File: src/rtl/conv_pkg.sv
// Shared constants and types for the 3x3 convolution datapath, used by the input
// layer stage and the MAC stage so both agree on window lane packing and widths.
package conv_pkg;

    localparam int PIX_W    = 8;
    localparam int ACC_W    = 21;
    localparam int PROD_W   = 2 * PIX_W + 1;
    localparam int ROWS     = 3;
    localparam int COLS     = 3;
    localparam int NUM_TAPS = ROWS * COLS;

    // Byte lane of each window pixel, row-major from the top-left tap.
    localparam int LANE_R0C0 = 0;
    localparam int LANE_R0C1 = 1;
    localparam int LANE_R0C2 = 2;
    localparam int LANE_R1C0 = 3;
    localparam int LANE_R1C1 = 4;
    localparam int LANE_R1C2 = 5;
    localparam int LANE_R2C0 = 6;
    localparam int LANE_R2C1 = 7;
    localparam int LANE_R2C2 = 8;

    typedef logic signed [PROD_W-1:0] prod_t;
    typedef logic signed [ACC_W-1:0]  sum_t;

    function automatic int lane_idx(input int row, input int col);
        return LANE_R0C0 + row * COLS + col;
    endfunction

endpackage

File: src/rtl/conv3x3_adder_tree.sv
// Three-stage 3x3 MAC datapath: S1 multiply, S2 row sums, S3 bias/shift/saturate.
// Build option: define CONV3X3_RELU_EN to clamp negative results to 0 before saturation.
module conv3x3_adder_tree #(
    parameter int PIX_W = 8,
    parameter int ID_W  = 3,
    parameter int ACC_W = 21
) (
    input  logic                  clk,
    input  logic                  reset,
    input  logic                  en,
    input  logic                  in_vld,
    input  logic [9*PIX_W-1:0]    pix,
    input  logic [ID_W-1:0]       in_id,
    input  logic [9*PIX_W-1:0]    wt,
    input  logic signed [15:0]    bias,
    input  logic [3:0]            shift_amt,
    output logic                  vld_p0,
    output logic                  vld_p1,
    output logic                  vld_p2,
    output logic signed [7:0]     data_p2,
    output logic [ID_W-1:0]       id_p2
);
    import conv_pkg::*;

    localparam int MUL_W = 2 * PIX_W + 1;
    localparam logic signed [ACC_W-1:0] SAT_HI = ACC_W'(127);
    localparam logic signed [ACC_W-1:0] SAT_LO = ACC_W'(-128);

    function automatic logic signed [7:0] requant(input logic signed [ACC_W-1:0] sum,
                                                  input logic [3:0]              sh);
        logic signed [ACC_W-1:0] v;
        v = sum >>> sh;
`ifdef CONV3X3_RELU_EN
        if (v < 0) v = '0;
`endif
        if (v > SAT_HI) return 8'h7f;
        if (v < SAT_LO) return 8'h80;
        return v[7:0];
    endfunction

    logic signed [MUL_W-1:0] prod_c  [NUM_TAPS];
    logic signed [MUL_W-1:0] prod_p0 [NUM_TAPS];
    logic signed [ACC_W-1:0] row_c   [ROWS];
    logic signed [ACC_W-1:0] row_p1  [ROWS];
    logic signed [ACC_W-1:0] sum_c;
    logic [ID_W-1:0]         id_p0;
    logic [ID_W-1:0]         id_p1;

    // S1: unsigned pixel times signed weight, per lane
    always_comb begin
        for (int k = 0; k < NUM_TAPS; k++) begin
            prod_c[k] = MUL_W'($signed({1'b0, pix[k*PIX_W +: PIX_W]}))
                      * MUL_W'($signed(wt[k*PIX_W +: PIX_W]));
        end
    end

    // S2: one partial sum per window row
    always_comb begin
        for (int r = 0; r < ROWS; r++) begin
            row_c[r] = '0;
            for (int c = 0; c < COLS; c++) begin
                row_c[r] = row_c[r] + ACC_W'(prod_p0[lane_idx(r, c)]);
            end
        end
    end

    // S3: final sum with bias, then requantise
    assign sum_c = row_p1[0] + row_p1[1] + row_p1[2] + ACC_W'(bias);

    always_ff @(posedge clk) begin
        if (reset) begin
            vld_p0  <= 1'b0;
            vld_p1  <= 1'b0;
            vld_p2  <= 1'b0;
            data_p2 <= '0;
            id_p2   <= '0;
        end else if (en) begin
            vld_p0 <= in_vld;
            vld_p1 <= vld_p0;
            vld_p2 <= vld_p1;
            if (vld_p1) begin
                data_p2 <= requant(sum_c, shift_amt);
                id_p2   <= id_p1;
            end
        end
    end

    always_ff @(posedge clk) begin
        if (en) begin
            prod_p0 <= prod_c;
            id_p0   <= in_id;
            row_p1  <= row_c;
            id_p1   <= id_p0;
        end
    end

endmodule

File: src/rtl/conv3x3_mac_stage.sv
// 3x3 convolution MAC stage: kernel load, window/output handshakes and frame counting.
// Build option: CONV3X3_RELU_EN (applied in conv3x3_adder_tree) limits out_data to [0, 127].
module conv3x3_mac_stage #(
    parameter int PIX_W = 8,
    parameter int ID_W  = 3,
    parameter int ACC_W = 21
) (
    input  logic                  clk,
    input  logic                  reset,
    input  logic [9*PIX_W-1:0]    win_data,
    input  logic                  win_valid,
    output logic                  win_rdy,
    input  logic [ID_W-1:0]       win_id,
    input  logic [9*PIX_W-1:0]    wt_data,
    input  logic                  wt_valid,
    output logic                  wt_rdy,
    input  logic signed [15:0]    bias,
    input  logic [3:0]            shift_amt,
    input  logic [15:0]           frame_windows,
    output logic signed [7:0]     out_data,
    output logic                  out_valid,
    input  logic                  out_rdy,
    output logic [ID_W-1:0]       out_id,
    output logic                  frame_done,
    output logic                  wt_loaded
);
    import conv_pkg::*;

    logic                  pipe_en;
    logic                  wt_fire;
    logic                  win_fire;
    logic                  out_fire;
    logic                  vld_p0;
    logic                  vld_p1;
    logic [9*PIX_W-1:0]    wt_q;
    logic signed [15:0]    bias_q;
    logic [3:0]            shift_q;
    logic [15:0]           out_cnt;

    assign pipe_en  = !out_valid || out_rdy;
    assign wt_rdy   = !vld_p0 && !vld_p1 && !out_valid;
    assign wt_fire  = wt_valid && wt_rdy;
    // A kernel load claims the cycle, so a window offered alongside it is held off.
    assign win_rdy  = pipe_en && wt_loaded && !wt_fire;
    assign win_fire = win_valid && win_rdy;
    assign out_fire = out_valid && out_rdy;

    conv3x3_adder_tree #(
        .PIX_W (PIX_W),
        .ID_W  (ID_W),
        .ACC_W (ACC_W)
    ) u_tree (
        .clk       (clk),
        .reset     (reset),
        .en        (pipe_en),
        .in_vld    (win_fire),
        .pix       (win_data),
        .in_id     (win_id),
        .wt        (wt_q),
        .bias      (bias_q),
        .shift_amt (shift_q),
        .vld_p0    (vld_p0),
        .vld_p1    (vld_p1),
        .vld_p2    (out_valid),
        .data_p2   (out_data),
        .id_p2     (out_id)
    );

    always_ff @(posedge clk) begin
        if (reset) begin
            wt_q      <= '0;
            bias_q    <= '0;
            shift_q   <= '0;
            wt_loaded <= 1'b0;
        end else if (wt_fire) begin
            wt_q      <= wt_data;
            bias_q    <= bias;
            shift_q   <= shift_amt;
            wt_loaded <= 1'b1;
        end
    end

    // frame_windows of zero never matches, so the counter free-runs modulo 2^16
    always_ff @(posedge clk) begin
        if (reset) begin
            out_cnt    <= '0;
            frame_done <= 1'b0;
        end else begin
            frame_done <= 1'b0;
            if (out_fire) begin
                if (frame_windows != 16'd0 && out_cnt == frame_windows - 16'd1) begin
                    out_cnt    <= '0;
                    frame_done <= 1'b1;
                end else begin
                    out_cnt <= out_cnt + 16'd1;
                end
            end
        end
    end

endmodule
File: config.mk
export PLATFORM = sky130hd
export DESIGN_NAME = conv3x3_mac_stage
export DESIGN_NICKNAME = d
export VERILOG_FILES = /design/src/rtl/conv_pkg.sv /design/src/rtl/conv3x3_adder_tree.sv /design/src/rtl/conv3x3_mac_stage.sv
export SDC_FILE = /design/constraint.sdc
export NUM_CORES = 2
export LEC_CHECK = 0
export ABC_AREA = 1
export CAP_MARGIN = 20
export CORE_ASPECT_RATIO = 1.2
export CORE_UTILIZATION = 50
export DETAILED_ROUTE_END_ITERATION = 12
export PLACE_DENSITY_LB_ADDON = 0.15
export SETUP_SLACK_MARGIN = 0.3
export SLEW_MARGIN = 25
export SYNTH_ARGS = -nofsm -noshare
export SYNTH_HDL_FRONTEND = slang
export SYNTH_SLANG_ARGS = --single-unit
File: constraint.sdc
create_clock -name clk -period 14.9 [get_ports clk]
set_input_delay 2.98 -clock clk [delete_from_list [all_inputs] [get_ports clk]]
set_output_delay 2.98 -clock clk [all_outputs]
set_load 0.03 [all_outputs]
==> metrics.txt <==
# TYPE chip_impl_metric gauge
chip_impl_info{name="status",value="finished, final reports clean"} 1
chip_impl_metric{name="min_period",unit="ns"} 7.940
chip_impl_metric{name="ys.warnings.count",unit=""} 0
chip_impl_metric{name="synth.lib_cells_used.distinct",unit=""} 55
chip_impl_metric{name="routabilityCongestion",unit=""} 0.8896
chip_impl_metric{name="synth_edf_count",unit=""} 216
chip_impl_metric{name="post_cts_buffers",unit=""} 0
chip_impl_metric{name="synth_nets",unit=""} 5579
chip_impl_metric{name="vdd_ir_drop_max",unit="µV"} 206.9
chip_impl_metric{name="worst-path-buf-inv",unit=""} 4
chip_impl_metric{name="critical_path_peak_fanout",unit=""} 89
chip_impl_metric{name="initial_core_util",unit=""} 0.5046
chip_impl_metric{name="dieHeight",unit="µm"} 303.1
chip_impl_metric{name="cts_inserted_buffers",unit=""} 42
chip_impl_metric{name="layout.filler_cells",unit=""} 7029
chip_impl_metric{name="clock_sinks",unit=""} 340
chip_impl_metric{name="route.vias.total",unit=""} 27700
chip_impl_metric{name="antenna_found_initial",unit=""} 3
chip_impl_metric{name="report.final.slew_viol_count",unit=""} 0
chip_impl_metric{name="finalSetupViolCount",unit=""} 0
chip_impl_metric{name="yosysTopAreaCellShare",unit=""} 0.2257
chip_impl_metric{name="clock_path_buffers",unit=""} 3
chip_impl_metric{name="multi_input_comb_area",unit="mm²"} 0.02398
chip_impl_metric{name="final_hold_vio_count",unit=""} 0
chip_impl_metric{name="post_cts_resized",unit=""} 0
chip_impl_metric{name="syn-cell-area",unit="mm²"} 0.03778
chip_impl_metric{name="grtUsageTotal",unit=""} 0.2329
chip_impl_metric{name="core.rowCount",unit=""} 110
chip_impl_metric{name="hpwl",unit="µm"} 68920
chip_impl_info{name="dominantRegCellSynth",value="edfxtp_1"} 1
chip_impl_metric{name="grt_max_degree",unit=""} 90
chip_impl_metric{name="arrival",unit="ns"} 4.96
chip_impl_metric{name="leakage",unit="nW"} 22.99
chip_impl_metric{name="yosys_register_bits",unit=""} 340
chip_impl_metric{name="max_slew_margin",unit=""} 0.2958
chip_impl_metric{name="post_synth_inst_count",unit=""} 4505
chip_impl_metric{name="drive_above_1_share",unit=""} 0.03630
chip_impl_metric{name="worst_pin_slew",unit="ns"} 1.056
chip_impl_metric{name="maxClockFrequency",unit="GHz"} 0.1259
chip_impl_metric{name="synth.yosys.seq_area_share",unit=""} 0.2374
chip_impl_info{name="end_kind",value="output pin"} 1
chip_impl_info{name="critPathMostFrequentCell",value="clkdlybuf4s50_1"} 1
chip_impl_metric{name="required_time_at_the_endpoint_of_the_critical_path",unit="ns"} 11.92
chip_impl_metric{name="maxCapViolCount",unit=""} 0
chip_impl_metric{name="finClkSkew",unit="ns"} 0.03942
chip_impl_metric{name="syn-mean-instance-area",unit="µm²"} 8.387
chip_impl_metric{name="grt_overflow",unit=""} 0
chip_impl_metric{name="postRouteAntennaNets",unit=""} 0
chip_impl_metric{name="post-place-ws",unit="ns"} 6.851
chip_impl_metric{name="grt_first_pass_wirelength",unit="µm"} 141300
chip_impl_metric{name="synthToLayoutAreaGrowth",unit="%"} 10.64
chip_impl_metric{name="routedWlPerCell",unit="µm"} 15.24
chip_impl_metric{name="final.period_utilization",unit=""} 0.5329
chip_impl_metric{name="fp.dieW",unit="µm"} 252.9
chip_impl_metric{name="post_cts_hold_buffer_count",unit=""} 0
chip_impl_metric{name="io_pins",unit=""} 204
chip_impl_metric{name="setup_tns",unit="ns"} 0
chip_impl_metric{name="timing.critical_path.slowest_cell_delay",unit="ns"} 0.58
chip_impl_info{name="path_class",value="in -> out"} 1
chip_impl_metric{name="drcViolationCount",unit=""} 0
chip_impl_metric{name="detail_route.vias_per_cell",unit=""} 4.940
chip_impl_info{name="cp_cell_sequence",value="clkdlybuf4s50_1, nor2_1, inv_8, nand3_1, inv_1, clkdlybuf4s50_1"} 1
chip_impl_info{name="cts-root-buf",value="clkbuf_16"} 1
chip_impl_info{name="path_delay_family",value="buffers and inverters"} 1
chip_impl_metric{name="layout.area.seq",unit="mm²"} 0.008969
chip_impl_info{name="most_numerous_cell_in_the_yosys_netlist",value="inv_1"} 1
chip_impl_metric{name="power_per_cell_area",unit="mW/mm²"} 174.6
chip_impl_metric{name="route.final.wire_length",unit="µm"} 85460
chip_impl_metric{name="postLayoutSetupSlackWorst",unit="ns"} 6.960
chip_impl_metric{name="router_iterations_before_antenna_repair",unit=""} 5
chip_impl_metric{name="initialDrtViolationCount",unit=""} 1488
chip_impl_metric{name="grt_pass1_vias",unit=""} 28210
chip_impl_info{name="cts_tree",value="built"} 1
chip_impl_info{name="hold_path.class",value="reg -> reg"} 1
chip_impl_metric{name="num-nets-final",unit=""} 5640
chip_impl_info{name="worst_path_max_delay_cell",value="clkdlybuf4s50_1"} 1
chip_impl_metric{name="clkTransAtPathRegs",unit="ns"} 0.06
chip_impl_info{name="synthDominantAreaCellType",value="fa_1"} 1
chip_impl_metric{name="port_buf_inserts",unit=""} 203
chip_impl_metric{name="core-area",unit="mm²"} 0.07487
chip_impl_metric{name="clk_latency",unit="ns"} 0.61
chip_impl_info{name="grt_setup_unrepaired",value="no"} 1
chip_impl_info{name="synth_top_cells_by_count",value="1076 x inv_1, 926 x nand2_1, 460 x ha_1"} 1
chip_impl_metric{name="fp.dieArea",unit="mm²"} 0.07667
chip_impl_metric{name="antenna_cells_inserted",unit=""} 0
chip_impl_metric{name="ys_async_sr_fraction",unit=""} 0
chip_impl_info{name="synth_area_leaders",value="fa_1 23%, edfxtp_1 17%, ha_1 15%"} 1
chip_impl_metric{name="design_power_total",unit="W"} 0.007300
chip_impl_info{name="startpoint_type",value="input pin"} 1
chip_impl_metric{name="cts-htree-levels",unit=""} 2
-- kinds of logic (layout without fill, tap and decap cells) --
family	after synthesis	count (layout)	share of synthesized area
flops	340	340	0.2374
mux	1	1	0.0002649
buf+inv	1286	1381	0.1284
xor+xnor	173	173	0.04010
fa+ha+maj	886	886	0.3781
simple gates	1400	1400	0.1558
compound gates	419	419	0.06004
-- metrics by stage --
stage,instance area (µm²),utilization,instances,hold WS (ns)
after floorplan,37780,-,4505,0.4003
after global placement,40400,0.5396,5530,0.4059
after detailed placement,40400,0.5396,5530,0.4127
after CTS,41800,0.5582,5608,0.4323
after global routing,41800,0.5583,5608,0.4322
final,41800,0.5583,5608,0.4299
-- where the power goes --
group          internal, W  leakage (nW)  switching [W]
clock network     0.000602         0.677       0.000455
logic              0.00173          18.9        0.00302
registers          0.00133          3.46       0.000170
total              0.00366          23.0        0.00364
-- layout make-up --
class	instances	area share
sequential	340	0.2146
timing repair buffer	211	0.05002
tap	1008	0.03017
clock buffer	51	0.02697
inverter	1092	0.09830
clock inverter	27	0.006406
multi-input combinational	2879	0.5736
-- routing by layer --
| metal | vias up | part of all wire | track usage |
|---|---|---|---|
| li1 | 13870 | - | - |
| met1 | 13200 | 0.44 | 0.3008 |
| met2 | 500 | 0.49 | 0.4048 |
| met3 | 135 | 0.045 | 0.03096 |
| met4 | 2 | 0.030 | 0.07345 |
| met5 | - | 0.00020 | 0 |
-- layout by cell type, fill, tap and decap left out, types with 7 or more instances in the layout --
master	n
inv_1	1074
nand2_1	925
ha_1	460
fa_1	426
a21oi_1	250
nand3_1	216
edfxtp_1	216
clkdlybuf4s50_1	201
nor2_1	143
dfxtp_1	124
xor2_1	122
o21ai_0	99
xnor2_1	51
or2_2	49
clkbuf_16	44
o21bai_1	27
clkinv_1	16
nand4_1	11
nand2_2	11
nand3b_1	9
buf_4	9
nand3_2	8
inv_6	7
clkbuf_1	7
-- registers in the layout (all words and copies together) (netlist names) --
| signal | cells |
|---|---|
| u_tree.id_p1 | 3 |
| u_tree.data_p2 | 8 |
| frame_done | 1 |
| u_tree.vld_p2 | 1 |
| u_tree.prod_p0 | 153 |
| u_tree.id_p0 | 3 |
| wt_loaded | 1 |
| wt_q | 72 |
| u_tree.row_p1 | 57 |
| shift_q | 4 |
| bias_q | 16 |
| u_tree.vld_p0 | 1 |
| u_tree.vld_p1 | 1 |
| out_cnt | 16 |
| u_tree.id_p2 | 3 |
-- worst paths after layout --
| check | startpoint | end | slack (ns) | depth (start not counted) |
|---|---|---|---|---|
| max | out_rdy | win_rdy | 6.96 | 6 |
| min | u_tree.id_p0[0] | u_tree.id_p1[0] | 0.43 | 0 |
| max reg2reg | wt_q[7] | u_tree.prod_p0[152] | 9.74 | 24 |
| min reg2reg | u_tree.id_p0[0] | u_tree.id_p1[0] | 0.43 | 0 |
(Power assumes the default switching activity.)
